File: config.mk
export PLATFORM = sky130hd
export DESIGN_NAME = jtframe_sdram_arb_flat
export DESIGN_NICKNAME = d
export VERILOG_FILES = /design/src/rtl/jtframe_sdram_pkg.sv /design/src/rtl/jtframe_sdram_arb_if.sv /design/src/rtl/jtframe_sdram_arb_lfsr.sv /design/src/rtl/jtframe_sdram_arb.sv /design/src/flat_wrapper.sv
export SDC_FILE = /design/constraint.sdc
export NUM_CORES = 1
export LEC_CHECK = 0
export CAP_MARGIN = 40
export CORE_MARGIN = 5
export CORE_UTILIZATION = 64
export DETAILED_ROUTE_END_ITERATION = 6
export DONT_BUFFER_PORTS = 1
export PLACE_DENSITY = 0.8
export REMOVE_ABC_BUFFERS = 1
export SLEW_MARGIN = 25
export SYNTH_ARGS = -nofsm -noshare
export SYNTH_HDL_FRONTEND = slang
export SYNTH_SLANG_ARGS = --single-unit
File: constraint.sdc
create_clock -name clk -period 4.4 [get_ports clk]
set_clock_uncertainty 0.1 [all_clocks]
set_input_delay 1.1 -clock clk [delete_from_list [all_inputs] [get_ports clk]]
set_output_delay 1.1 -clock clk [all_outputs]
set_load 0.05 [all_outputs]
File: src/rtl/jtframe_sdram_pkg.sv
// Shared definitions for the SDRAM arbiters.
//   MODE_*      : priority-mode selectors for the MODE parameter
//   LFSR_*      : 15-bit Fibonacci LFSR seed and feedback taps
//   rotsearch() : first requesting index at or after a start index, wrapping modulo n
package jtframe_sdram_pkg;

  localparam int unsigned MODE_FIXED = 0;
  localparam int unsigned MODE_RR    = 1;
  localparam int unsigned MODE_LFSR  = 2;

  localparam logic [14:0] LFSR_SEED  = 15'd1;
  localparam int unsigned LFSR_TAP_A = 0;
  localparam int unsigned LFSR_TAP_B = 14;

  typedef struct packed {
    logic       found;
    logic [2:0] idx;
  } search_t;

  // start must be below n; the wrap is a single subtraction so indices
  // n..7 are never visited, which keeps non-power-of-two counts correct.
  function automatic search_t rotsearch(input logic [7:0] req,
                                        input logic [2:0] start,
                                        input int unsigned n);
    search_t     r;
    int unsigned j;
    r = '0;
    for (int unsigned k = 0; k < 8; k++) begin
      j = 32'(start) + k;
      if (j >= n) j = j - n;
      if (k < n && !r.found && req[j[2:0]]) begin
        r.found = 1'b1;
        r.idx   = j[2:0];
      end
    end
    return r;
  endfunction

endpackage

File: src/rtl/jtframe_sdram_arb_if.sv
// Request/grant bundle between the bank controllers and the arbiter.
//   master : requester side (drives hold, br, idle, rfsh_br)
//   slave  : arbiter side   (drives bg, gidx, rfsh_bg, starved)
interface jtframe_sdram_arb_if #(
  parameter int unsigned NCH = 4
);
  logic           hold;
  logic [NCH-1:0] br;
  logic           idle;
  logic           rfsh_br;
  logic [NCH-1:0] bg;
  logic [2:0]     gidx;
  logic           rfsh_bg;
  logic [NCH-1:0] starved;

  modport master (output hold, br, idle, rfsh_br,
                  input  bg, gidx, rfsh_bg, starved);
  modport slave  (input  hold, br, idle, rfsh_br,
                  output bg, gidx, rfsh_bg, starved);
endinterface

File: src/rtl/jtframe_sdram_arb_lfsr.sv
// 15-bit Fibonacci LFSR, period 32767, never reaches zero from the seed.
//   clk, rst_n : clock, async active-low reset (loads LFSR_SEED)
//   i_en       : step enable
//   o_rnd      : low OW bits of the state
module jtframe_sdram_arb_lfsr
  import jtframe_sdram_pkg::*;
#(
  parameter int unsigned OW = 15
) (
  input  logic          clk,
  input  logic          rst_n,
  input  logic          i_en,
  output logic [OW-1:0] o_rnd
);
  logic [14:0] r_state;

  always_ff @(posedge clk or negedge rst_n) begin
    if (!rst_n)    r_state <= LFSR_SEED;
    else if (i_en) r_state <= {r_state[LFSR_TAP_A] ^ r_state[LFSR_TAP_B], r_state[14:1]};
  end

  assign o_rnd = r_state[OW-1:0];
endmodule

File: src/rtl/jtframe_sdram_arb.sv
// N-channel SDRAM bus arbiter with fixed / round-robin / LFSR priority,
// per-channel starvation forcing and refresh grant.
//   clk, rst_n : clock, async active-low reset
//   bus        : slave side of jtframe_sdram_arb_if
//                in : hold, br[NCH], idle, rfsh_br
//                out: bg[NCH] one-hot, gidx, rfsh_bg, starved[NCH]
// Grants are combinational from registered state and inputs (zero latency).
module jtframe_sdram_arb
  import jtframe_sdram_pkg::*;
#(
  parameter int unsigned NCH    = 4,
  parameter int unsigned MODE   = MODE_RR,
  parameter int unsigned STARVE = 7,
  parameter int unsigned CW     = 8
) (
  input logic                clk,
  input logic                rst_n,
  jtframe_sdram_arb_if.slave bus
);
  logic [2:0]     r_ptr;
  logic [CW-1:0]  r_cnt [NCH];
  logic [2:0]     w_rnd;
  logic           w_ge;
  logic [NCH-1:0] w_starved;
  logic [NCH-1:0] w_bg;
  logic [2:0]     w_gidx;
  logic [2:0]     w_start;
  logic [7:0]     w_req;
  logic [7:0]     w_force;
  logic           w_grant;
  search_t        w_fs;
  search_t        w_ms;

  jtframe_sdram_arb_lfsr #(.OW(3)) u_lfsr (
    .clk   (clk),
    .rst_n (rst_n),
    .i_en  (1'b1),
    .o_rnd (w_rnd)
  );

  assign w_ge = rst_n & ~bus.hold;

  always_comb begin
    for (int unsigned i = 0; i < NCH; i++)
      w_starved[i] = (r_cnt[i] == CW'(STARVE));
  end

  always_comb begin
    w_req            = '0;
    w_req[NCH-1:0]   = bus.br;
    w_force          = '0;
    w_force[NCH-1:0] = bus.br & w_starved;
    case (MODE)
      MODE_FIXED: w_start = '0;
      MODE_RR:    w_start = r_ptr;
      default:    w_start = 3'(32'(w_rnd) % NCH);
    endcase
    // Starved requesters always pre-empt the mode search, lowest index first.
    w_fs    = rotsearch(w_force, 3'd0, NCH);
    w_ms    = rotsearch(w_req, w_start, NCH);
    w_grant = w_ge & w_ms.found;
    w_gidx  = '0;
    if (w_grant) w_gidx = w_fs.found ? w_fs.idx : w_ms.idx;
    w_bg    = w_grant ? (NCH'(1) << w_gidx) : '0;
  end

  always_ff @(posedge clk or negedge rst_n) begin
    if (!rst_n) begin
      r_ptr <= '0;
      for (int unsigned i = 0; i < NCH; i++) r_cnt[i] <= '0;
    end else if (w_ge) begin
      if (w_grant) r_ptr <= (w_gidx == 3'(NCH - 1)) ? 3'd0 : w_gidx + 3'd1;
      for (int unsigned i = 0; i < NCH; i++) begin
        if (!bus.br[i] || w_bg[i])          r_cnt[i] <= '0;
        else if (r_cnt[i] != CW'(STARVE))   r_cnt[i] <= r_cnt[i] + CW'(1);
      end
    end
  end

  assign bus.bg      = w_bg;
  assign bus.gidx    = w_gidx;
  assign bus.starved = w_starved;
  assign bus.rfsh_bg = w_ge & bus.rfsh_br & bus.idle & ~|bus.br;

  a_onehot_bg: assert property (@(posedge clk) $onehot0(w_bg));

endmodule
File: src/flat_wrapper.sv
// flat-port wrapper written by rule: the top's interface ports become plain ports
module jtframe_sdram_arb_flat import jtframe_sdram_pkg::*;
#(
  parameter int unsigned NCH    = 4,
  parameter int unsigned MODE   = MODE_RR,
  parameter int unsigned STARVE = 7,
  parameter int unsigned CW     = 8
)
  (clk, rst_n, bus_hold, bus_br, bus_idle, bus_rfsh_br, bus_bg, bus_gidx, bus_rfsh_bg, bus_starved);
  jtframe_sdram_arb_if #(.NCH(NCH)) bus_i ();
  input logic clk;
  input logic rst_n;
  input wire logic [$bits(bus_i.hold)-1:0] bus_hold;
  input wire logic [$bits(bus_i.br)-1:0] bus_br;
  input wire logic [$bits(bus_i.idle)-1:0] bus_idle;
  input wire logic [$bits(bus_i.rfsh_br)-1:0] bus_rfsh_br;
  output wire logic [$bits(bus_i.bg)-1:0] bus_bg;
  output wire logic [$bits(bus_i.gidx)-1:0] bus_gidx;
  output wire logic [$bits(bus_i.rfsh_bg)-1:0] bus_rfsh_bg;
  output wire logic [$bits(bus_i.starved)-1:0] bus_starved;
  assign bus_i.hold = bus_hold;
  assign bus_i.br = bus_br;
  assign bus_i.idle = bus_idle;
  assign bus_i.rfsh_br = bus_rfsh_br;
  assign bus_bg = bus_i.bg;
  assign bus_gidx = bus_i.gidx;
  assign bus_rfsh_bg = bus_i.rfsh_bg;
  assign bus_starved = bus_i.starved;
  jtframe_sdram_arb #(.NCH(NCH), .MODE(MODE), .STARVE(STARVE), .CW(CW)) u_core (.clk(clk), .rst_n(rst_n), .bus(bus_i));
endmodule
# Word level (Yosys, flattened, before mapping)
# Cells that the tools add are included.
# op_classes
n_addsub	12
n_lt_le_gt_ge	8
n_eq_ne	9
shifts	1
muxes	32
bitwise	7
reduce_logical	31
# op_table
operator	count
$mux 8	8
$mux 4	9
$add 8x1->8 const B	4
$eq 8x3->1 const B	4
$ne 8x3->1 const B	4
$mux 3	7
$lt 3x4->1 const B	4
$bmux 1 s3	4
$ge 4x3->1 const B	3
$sub 3x3->3 const B	4
$logic_not 1->1	11
$reduce_and 2->1	5
$add 3x2->4 const B	2
$reduce_bool 2->1	4
$logic_and 1x1->1	6
$and 1x1->1	5
$add 3x1->4 const B	1
$and 4x4->4	1
$logic_or 1x1->1	4
$mux 1	4
$reduce_or 4->1	1
$shl 1x3->4 const A	1
$add 3x1->3 const B	1
$eq 3x2->1 const B	1
other kinds (2)	2
# totals
reg_bits	35
in_bits	9
out_inout_bits	12
word_cells	105

# Logic depth before layout (Yosys ltp)
# Gate-level depths: netlist (run 1).
# depth
word_depth	21
ltp_mapped	13

# Least setup slack after synthesis (run 1)
# Ideal clock, no wire load.
# synth_path
path_type	in2out
from	input bus_br[3]
to	output bus_bg[1]
arrival_time_ns	3.597
required_time_ns	3.200
path_slack_ns	-0.397
cell_stages	8
cell_sequence	clkbuf_1 -> nor2_1 -> a221oi_2 -> nor3_1 -> nor4_1 -> o211a_1 -> ha_1 -> and2_1
# synth_via
elab_chain_cells	16
elab_cells_between_ends	26
classes_between	shift: 1; mux: 16; bitwise: 2; reduce/logical: 7
# synth_lines
item	line_no	rtl
start, declared	flat_wrapper.sv:14	input wire logic [$bits(bus_i.br)-1:0] bus_br;
$bmux 1 s3	jtframe_sdram_pkg.sv:31	if (k < n && !r.found && req[j[2:0]]) begin
$mux 1 (implied by the code)	jtframe_sdram_pkg.sv:31	
$mux 4	jtframe_sdram_pkg.sv:31	
$logic_not 1->1	jtframe_sdram_pkg.sv:31	
$logic_and 1x1->1	jtframe_sdram_pkg.sv:31	
$mux 4	jtframe_sdram_pkg.sv:31	
$logic_not 1->1	jtframe_sdram_pkg.sv:31	
$logic_and 1x1->1	jtframe_sdram_pkg.sv:31	
$mux 4	jtframe_sdram_pkg.sv:31	
$logic_not 1->1	jtframe_sdram_pkg.sv:31	
$logic_and 1x1->1	jtframe_sdram_pkg.sv:31	
$mux 4	jtframe_sdram_pkg.sv:31	
$mux 3 / $and 1x1->1 (equally long branches)	jtframe_sdram_arb.sv:63, jtframe_sdram_arb.sv:61	
$mux 3 (*)	jtframe_sdram_arb.sv:63	if (w_grant) w_gidx = w_fs.found ? w_fs.idx : w_ms.idx;
via bus_gidx[0]	flat_wrapper.sv:18	output wire logic [$bits(bus_i.gidx)-1:0] bus_gidx;
$shl 1x3->4 (*)	jtframe_sdram_arb.sv:64	w_bg = w_grant ? (NCH'(1) << w_gidx) : '0;
$mux 4 (*)	jtframe_sdram_arb.sv:64	
end, declared	flat_wrapper.sv:17	output wire logic [$bits(bus_i.bg)-1:0] bus_bg;
# Mark *: on every way through the listed nets, which the timed path passes. The rest lies on a longest branch. The select of a mux whose other input is x is not followed.

# Worst setup path in the final report (run 1)
# layout_path
from	input bus_br[2]
to	output bus_bg[1]
# layout_via
elab_chain_cells	16
elab_cells_between_ends	29
classes_between	shift: 1; mux: 17; bitwise: 2; reduce/logical: 9
# layout_lines
item	line_no
$bmux 1 s3	jtframe_sdram_pkg.sv:31
$mux 1 (implied by the code)	jtframe_sdram_pkg.sv:31
$mux 4	jtframe_sdram_pkg.sv:31
$logic_not 1->1	jtframe_sdram_pkg.sv:31
$logic_and 1x1->1	jtframe_sdram_pkg.sv:31
$mux 4	jtframe_sdram_pkg.sv:31
$logic_not 1->1	jtframe_sdram_pkg.sv:31
$logic_and 1x1->1	jtframe_sdram_pkg.sv:31
$mux 4	jtframe_sdram_pkg.sv:31
$logic_not 1->1	jtframe_sdram_pkg.sv:31
$logic_and 1x1->1	jtframe_sdram_pkg.sv:31
$mux 4	jtframe_sdram_pkg.sv:31
$mux 3 / $and 1x1->1 (equally long branches)	jtframe_sdram_arb.sv:63, jtframe_sdram_arb.sv:61
$mux 3	jtframe_sdram_arb.sv:63
$shl 1x3->4	jtframe_sdram_arb.sv:64
$mux 4 (*)	jtframe_sdram_arb.sv:64
# Every way passes the cells marked *; elsewhere a longest branch is shown, timed or not. The select of a mux whose other input is x is not followed.

==> results of run 1 <==
==> routing by layer <==
metal	track usage, %	vias up
met2	36.4	69
li1	-	1082
met3	5.82	10
met4	6.76	0
met5	0	-
met1	32.6	1010
==> cell families (layout without fill, tap and decap cells) <==
group,count (synthesis),in the layout,share of synthesized area (%)
muxes,13,13,6.47
buffers and inverters,22,42,4.16
DFF,35,35,35.1
AOI/OAI and AO/OA,67,67,19.3
and+or+nand+nor,122,122,25.6
other,1,1,0.150
adders and majority gates,10,10,5.02
xor gates and xnor gates,12,12,4.21
==> worst paths after layout <==
path / cells past startpoint / start / to / slack [ns]
worst max-delay path: 8 / bus_br[2] / bus_bg[1] / 0.05
worst min-delay path: 0 / rst_n / u_core.r_ptr[1]$_DFFE_PN0P_ / 0.40
worst max register to register: 11 / u_core.r_ptr[1]$_DFFE_PN0P_ / u_core.r_cnt[12]$_DFFE_PN0P_ / 1.22
worst min register to register: 2 / u_core.r_cnt[17]$_DFFE_PN0P_ / u_core.r_cnt[17]$_DFFE_PN0P_ / 0.45
max in group asynchronous: 0 / rst_n / u_core.r_cnt[20]$_DFFE_PN0P_ / 3.71
min in group clk: 2 / u_core.r_cnt[17]$_DFFE_PN0P_ / u_core.r_cnt[17]$_DFFE_PN0P_ / 0.45
==> worst max-delay path: stages <==
cell,delay (ns)
mux4_1,0.49
o31a_1,0.19
buf_4,0.17
o31a_4,0.39
o311ai_1,0.15
ha_2,0.29
and2_1,0.21
buf_12,0.16
==> Yosys cell counts (4+ instances only) <==
cell type | count | area, sq um
dfrtp_1 | 35 | 876
nor2_1 | 34 | 128
nand2_1 | 25 | 93.8
a21oi_1 | 21 | 105
ha_1 | 10 | 125
nand3_1 | 10 | 50.1
inv_1 | 9 | 33.8
mux2i_1 | 9 | 90.1
nor3_1 | 9 | 45.0
and2_1 | 8 | 50.1
o21ai_0 | 8 | 40.0
clkbuf_1 | 7 | 26.3
xnor2_1 | 7 | 61.3
nand4_1 | 5 | 31.3
xor2_1 | 5 | 43.8
a22oi_1 | 4 | 30.0
and4_1 | 4 | 35.0
nor4_1 | 4 | 25.0
==> layout by cell type (no fill, tap or decap), types with 7 or more instances in the layout <==
cell / count
nand2_1: 25
mux2i_1: 9
dfrtp_1: 34
inv_1: 9
xnor2_1: 7
clkbuf_8: 7
ha_1: 8
a21oi_1: 21
nand3_1: 10
nor2_1: 34
and2_1: 8
buf_4: 20
o21ai_0: 7
==> per-stage QoR <==
stage | instance area (sq um) | TNS, ns | power, mW | worst slack, ns
floorplan | 2420 | -0.723 | 0.820 | -0.322
global placement | 2660 | 0 | 0.951 | 0.186
detailed placement | 2680 | 0 | 0.962 | 0.117
CTS | 2810 | 0 | 1.25 | 0.00824
global route | 2850 | 0 | 1.37 | 0.0219
finish | 2850 | 0 | 1.28 | 0.0548
==> timing repair <==
item / CTS / global route
setup buffers: 2 / 3
pin swaps: 0 / 2
cloned: 0 / 0
gates resized for setup: 2 / 8
endpoints found under the setup margin: 4 / 4
hold buffers: 0 / 0
==> final cells by class <==
class                   instances  area share [%]
repair buffers                 25            7.63
multi-input cells             225            54.7
clock buffers                   7            3.38
flip-flops and latches         35            30.7
well taps                      48            2.11
inverters                       9            1.18
clock inverters                 1           0.263
==> power by group <==
group / switching [mW] / total, mW / internal, mW / leakage (nW)
clock: 0.119 / 0.261 / 0.142 / 0.0505
combinational: 0.333 / 0.596 / 0.263 / 0.711
sequential: 0.0567 / 0.426 / 0.369 / 0.469
==> state kept, by name, indices dropped and copies added, names as in the netlist <==
register and cells:
u_core.r_cnt 32, u_core.r_ptr 3
==> flow_summary.toml, run 1 <==
[drt]
wl_met1_um = 2560
drt-initial-drc-count = 179
met2_length_um = 2630
drc_errors = 0
drt-pass1-iter-count = 4
avgRoutedWirePerCell_um = 16.1
antenna_left = 0
wirelength_um = 5630
dr.max_layer_used = "met4"
met3_length_um = 342
vias = 2171
viasPerCell = 6.20

[place]
dp_hpwl_um = 3930
io_buffers = 0
dp.cells = 337
place_congestion = 0.948

[clock_tree]
cts.sink_count = 35
clock_path_buffers = 2
htreeDepth = 2
numCtsBuffers = 5
clk_pin_slew_worst_paths_ns = 0.07
cts_tree = "done"
root_buffer = "clkbuf_8"
clock_latency_ns = 0.29

[synthesis]
syn_area_sq_um = 2490
seq_area_frac_synth_pct = 35.1
synth_edf_count = 0
synth.ff_latch_count = 35
syn_area_per_cell_sq_um = 8.85
yosysWarnings = 0
synth_cell_type_count = 60
synth_cells = 282
synth_ff_type = "dfrtp_1"
async_flop_share_pct = 100

[hold_path]
hp-class = "input pin to asynchronous set/reset pin"

[worst_setup_path]
worstPathArrival_ns = 3.15
path_max_fanout = 12
worstSetupStartpointType = "input pin"
cp.required_ns = 3.20
cp-end-kind = "primary output"
crit_type = "input pin to primary output"

[flow_run]
maxCapViolCount = 0

[finish]
antenna_cells = 0
drive_above_1_share_pct = 18.5
instances_no_fill = 350
nets = 320
multi_input_area_sq_um = 1560
register_area_sq_um = 877
fin_util_pct = 76.8
area_delta_synth_final_pct = 14.3
fillers = 263

[global_route]
grt_pass1_wl_um = 9860
grt_pass1_vias = 2031
grt_max_degree = 38
antenna_found_initial = 0
grt_usage_pct = 23.5
grt_remaining_overflow = 0

[timing]
setup_violations = 0
worst_pin_slew_ns = 0.623
relSlewSlack_pct = 58.1
fmax_mhz = 230
hold_viol_final = 0
report.final.slew_viol_count = 0
rsz0062_at_grt = "no"
min_period_ns = 4.35
whs_ns = 0.398
post-route-period-util_pct = 98.8

[floorplan]
initial_core_util_pct = 67.1
core_area_sq_um = 3720
rows = 22
dieArea_sq_um = 5250
dieWidth_um = 72.4
die_height_um = 72.4
io_pins = 21

[power]
leakage_nw = 1.23
peakVddDrop_v = 0.000328
powerDensity_nw_per_um2 = 450

[run_status]
status = "complete, no violations"
No activity file was read; power rests on OpenSTA's default activity.
==> run 2: changes to the inputs <==
--- a/config.mk
+++ b/config.mk
@@ -6,7 +6,7 @@
 export NUM_CORES = 1
 export LEC_CHECK = 0
 export CAP_MARGIN = 40
-export CORE_MARGIN = 5
+export CORE_MARGIN = 2
 export CORE_UTILIZATION = 64
 export DETAILED_ROUTE_END_ITERATION = 6
 export DONT_BUFFER_PORTS = 1
==> flow_summary.toml, run 2 (same netlist as run 1, synthesis figures left out) <==
[run_status]
status = "complete, no violations"

[worst_setup_path]
cp.required_ns = 3.20
path_max_fanout = 8
worstSetupStartpointType = "flip-flop"
cp-end-kind = "primary output"
worstPathArrival_ns = 3.05
crit_slowest_cell = "mux4_2"
critPathMostFrequentCell = "ha_1"
reg2reg_to = "u_core.r_cnt[12]$_DFFE_PN0P_"
worstRegToRegCells = 10
r2r-start = "u_core.r_ptr[1]$_DFFE_PN0P_"
r2r_slack_ns = 1.15
crit_path_cell_trace = "inv_1 -> ha_1 -> mux4_2 -> and2_4 -> nor4b_2 -> o311a_1 -> ha_1 -> and2_1 -> buf_12"
crit_type = "flip-flop to primary output"
slowest_delay_ns = 0.56

[finish]
area_delta_synth_final_pct = 13.9
instances_no_fill = 348
multi_input_area_sq_um = 1560
reg.largest.list = "u_core.r_cnt (32), u_core.r_ptr (3)"
nets = 318
fillers = 261
design_area_sq_um = 2840
register_area_sq_um = 877
final_cell_mix = "nor2_1 (34), dfrtp_1 (34), nand2_1 (25), a21oi_1 (21), buf_4 (18)"
regMostFlops = "u_core.r_cnt"
antenna_cells = 0
largest_reg_flops = 32
drive_above_1_share_pct = 17.3

[floorplan]
initial_core_util_pct = 67.1
dieWidth_um = 66.4
rows = 22
dieArea_sq_um = 4410
core_area_sq_um = 3720
die_height_um = 66.4
io_pins = 21

[power]
swShare_pct = 39.6
p_int_mw = 0.795
peakVddDrop_v = 0.000300
powerDensity_nw_per_um2 = 463
comb_power_share_pct = 44.8
seqPwrFrac_pct = 32.6
leakage_nw = 1.23
share_clk_of_total_power_pct = 22.6
p_sw_mw = 0.521

[timing]
worst_pin_slew_ns = 0.614
post-route-period-util_pct = 96.6
min_period_ns = 4.25
rsz0062_at_grt = "no"
relSlewSlack_pct = 58.7
report.final.slew_viol_count = 0
fmax_mhz = 235
hold_viol_final = 0
setup_violations = 0

[place]
place_congestion = 0.867
io_buffers = 0
post_dp_cell_area_sq_um = 2680
dp.cells = 337
dp_hpwl_um = 4100

[global_route]
antenna_found_initial = 0
grt_pass1_wl_um = 9930
grt_usage_pct = 29.7
grt_max_degree = 38
grt_remaining_overflow = 0
grt_pass1_vias = 2101

[drt]
viasPerCell = 6.28
wirelength_um = 5830
drc_errors = 0
vias = 2185
drt-initial-drc-count = 132
avgRoutedWirePerCell_um = 16.8
drt-pass1-iter-count = 4
antenna_left = 0

[clock_tree]
clock_path_buffers = 2
root_buffer = "clkbuf_8"
cts.sink_count = 35
clk_pin_slew_worst_paths_ns = 0.08
numCtsBuffers = 5
htreeDepth = 2
clock_latency_ns = 0.29
cts_tree = "done"

[hold_path]
hp-class = "input pin to asynchronous set/reset pin"

[flow_run]
maxCapViolCount = 0
[run 2: cell count changes in the layout (fill, tap and decap cells not counted), sizes merged]
| cell | before | now |
|---|---|---|
| bufinv | 0 | 1 |
| clkbuf | 7 | 5 |
| buf | 25 | 23 |
| clkinvlp | 1 | 0 |
| clkinv | 0 | 2 |
[run 2: per-layer routing]
layer  track usage [%]  vias up  share of wire (%)
met5                 0        -                  0
met1              36.8     1052                 43
met4              7.14        0               0.79
met3              7.67        8                5.1
met2              51.4       56                 51
li1                  -     1069                  -
[run 2: cell type report]
class	count	area share [%]
Inverter	9	1.19
Tap cell	48	2.11
Clock inverter	3	1.54
Multi-Input combinational cell	225	54.7
Clock buffer	5	2.42
Timing Repair Buffer	23	7.13
Sequential cell	35	30.9
[run 2: timing repair]
action | 4_1_cts | 5_1_grt
pin swaps | 0 | 1
setup buffers | 3 | 0
hold buffers | 0 | 0
resized for setup | 1 | 5
setup endpoints to repair | 4 | 4
[run 2: how the worst max path moves through the flow]
stage,startpoint,to,depth (start not counted)
global route,u_core.r_ptr[1]$_DFFE_PN0P_,bus_bg[1],9
finish,u_core.r_ptr[1]$_DFFE_PN0P_,bus_bg[2],9
global placement,bus_br[2],bus_bg[1],7
CTS,u_core.r_ptr[1]$_DFFE_PN0P_,bus_bg[1],9
detailed placement,bus_br[2],bus_bg[2],8
floorplan,u_core.r_cnt[20]$_DFFE_PN0P_,bus_bg[1],7
[run 2: through the flow]
stage               TNS [ns]  hold WS [ns]  power (mW)  util, %  setup WS, ns
finish                     0         0.391        1.32     76.5         0.148
global route               0         0.371        1.40     76.5       0.00847
CTS                        0         0.385        1.30     76.0        0.0530
detailed placement         0         0.434       0.966     72.2         0.158
global placement           0         0.425       0.953     71.5         0.203
floorplan             -0.723         0.403       0.820        -        -0.322
[run 2: worst max-delay path, delay by kind of cell (launching register included)]
kind,cells,cell delay (ns)
flip-flops,1,0.43
AND/OR/NAND/NOR,3,0.72
buffers and inverters,2,0.25
AO/OA/AOI/OAI,1,0.26
multiplexers,1,0.56
adder cells (fa/ha/maj),2,0.53
[run 2: power by group through the flow]
stage               clock network, mW  registers (mW)  logic (mW)
floorplan                           0           0.432       0.388
global placement                    0           0.431       0.523
detailed placement                  0           0.433       0.533
CTS                             0.302           0.427       0.566
global route                    0.314           0.440       0.643
finish                          0.297           0.429       0.590
==> run 3: changes to the inputs <==
--- a/config.mk
+++ b/config.mk
@@ -5,12 +5,13 @@
 export SDC_FILE = /design/constraint.sdc
 export NUM_CORES = 1
 export LEC_CHECK = 0
+export ABC_CLOCK_PERIOD_IN_PS = 5140
 export CAP_MARGIN = 40
 export CORE_MARGIN = 2
-export CORE_UTILIZATION = 64
+export CORE_UTILIZATION = 66
 export DETAILED_ROUTE_END_ITERATION = 6
 export DONT_BUFFER_PORTS = 1
-export PLACE_DENSITY = 0.8
+export PLACE_DENSITY = 0.82
 export REMOVE_ABC_BUFFERS = 1
 export SLEW_MARGIN = 25
 export SYNTH_ARGS = -nofsm -noshare
==> constraint.sdc (replaced) <==
create_clock -name clk -period 5.14 [get_ports clk]
set_clock_uncertainty 0.1 [all_clocks]
set_input_delay 1.285 -clock clk [delete_from_list [all_inputs] [get_ports clk]]
set_output_delay 1.285 -clock clk [all_outputs]
set_load 0.05 [all_outputs]
==> flow_summary.toml, run 3 (same netlist as run 1, synthesis figures left out) <==
[run_status]
status = "complete, no violations"

[worst_setup_path]
r2r-start = "u_core.r_ptr[1]$_DFFE_PN0P_"
reg2reg_to = "u_core.r_cnt[13]$_DFFE_PN0P_"
worstPathArrival_ns = 3.48
worstSetupStartpointType = "input pin"
cp-end-kind = "primary output"
cp.required_ns = 3.75
r2r_slack_ns = 1.63
path_max_fanout = 13
worstRegToRegCells = 10
crit_type = "input pin to primary output"

[timing]
relSlewSlack_pct = 54.1
min_period_ns = 4.86
worst_pin_slew_ns = 0.679
whs_ns = 0.443
post-route-period-util_pct = 94.6
report.final.slew_viol_count = 0
hold_viol_final = 0
rsz0062_at_grt = "no"
fin_tns_setup_ns = 0
setup_violations = 0
fmax_mhz = 206

[place]
place_congestion = 0.942
io_buffers = 0
post_dp_cell_area_sq_um = 2630
dp.cells = 333
dp_hpwl_um = 3770

[clock_tree]
numCtsBuffers = 5
clock_path_buffers = 2
clk_pin_slew_worst_paths_ns = 0.08
cts.sink_count = 35
clock_latency_ns = 0.29
root_buffer = "clkbuf_8"
htreeDepth = 2
post_cts_buffers = 0
cts_tree = "done"

[floorplan]
dieArea_sq_um = 4290
io_pins = 21
rows = 22
initial_core_util_pct = 68.1
die_height_um = 65.5
core_area_sq_um = 3660
dieWidth_um = 65.5

[global_route]
grt_usage_pct = 27.4
grt_pass1_wl_um = 9180
antenna_found_initial = 0
grt_pass1_vias = 2000
grt_remaining_overflow = 0
grt_max_degree = 38

[drt]
drt-pass1-iter-count = 4
antenna_left = 0
viasPerCell = 6.20
drc_errors = 0
wirelength_um = 5450
drt-initial-drc-count = 136
vias = 2113
avgRoutedWirePerCell_um = 16.0

[hold_path]
hold_path_startpoint = "u_core.r_cnt[17]$_DFFE_PN0P_"
holdPathEnd = "u_core.r_cnt[17]$_DFFE_PN0P_"
hp-class = "flip-flop to flip-flop"
hold_depth = 2

[finish]
instances_no_fill = 341
final_cell_mix = "dfrtp_1 (35), nor2_1 (34), nand2_1 (25), a21oi_1 (21), buf_4 (13)"
mostFrequentLayoutCell = "dfrtp_1"
design_area_sq_um = 2750
fin_util_pct = 75.0
antenna_cells = 0
fillers = 257
drive_above_1_share_pct = 14.0
reg.largest.list = "u_core.r_cnt (32), u_core.r_ptr (3)"
register_area_sq_um = 876
largest_reg_flops = 32
regMostFlops = "u_core.r_cnt"
multi_input_area_sq_um = 1530
nets = 311
area_delta_synth_final_pct = 10.0

[flow_run]
maxCapViolCount = 0

[power]
powerDensity_nw_per_um2 = 387
peakVddDrop_v = 0.000281
leakage_nw = 1.19
-- run 3: worst max-delay path: stages --
cell	delay, ns
mux2i_1	0.14
a221oi_2	0.63
nor3_1	0.11
nor4_1	0.46
o211a_1	0.30
ha_1	0.21
and2_1	0.20
buf_12	0.15
-- run 3: layout make-up --
cell class              count  area share (%)
inverters                   9            1.23
well taps                  48            2.19
clock inverters             2            1.28
flip-flops and latches     35            31.9
multi-input cells         225            55.8
clock buffers               6            3.01
repair buffers             16            4.56
-- run 3: metal layers --
layer	track usage [%]	share of wire [%]	vias up
li1	-	-	1058
met2	47.6	48	51
met3	5.65	4.8	8
met5	0	0	-
met4	8.33	1.1	0
met1	34.4	46	996
-- run 3: repair_timing --
action | in CTS | in global routing
setup endpoints to repair | 0 | 1
hold buffers | 0 | 0
gates resized for setup | 0 | 1
-- run 3: worst max path at each step --
| stage | from | to | slack [ns] | cells past startpoint |
|---|---|---|---|---|
| finish | bus_br[3] | bus_bg[1] | 0.28 | 8 |
| global route | u_core.r_ptr[1]$_DFFE_PN0P_ | bus_bg[1] | 0.07 | 9 |
| CTS | bus_br[3] | bus_bg[2] | 0.28 | 7 |
| detailed placement | bus_br[3] | bus_bg[2] | 0.31 | 7 |
| global placement | bus_br[3] | bus_bg[2] | 0.42 | 7 |
| floorplan | rst_n | bus_bg[2] | 0.1 | 5 |
-- run 3: stage by stage --
| step | setup WS [ns] | power [mW] |
|---|---|---|
| 3_5_place_dp | 0.308 | 0.800 |
| 3_3_place_gp | 0.423 | 0.791 |
| 2_1_floorplan | 0.0958 | 0.702 |
| 5_1_grt | 0.0701 | 1.13 |
| 6_report | 0.275 | 1.06 |
| 4_1_cts | 0.282 | 1.06 |
-- run 3: power by group --
part / leakage (nW) / internal [mW] / switching (mW)
combinational: 0.657 / 0.176 / 0.262
sequential: 0.470 / 0.316 / 0.0502
clock: 0.0612 / 0.157 / 0.101
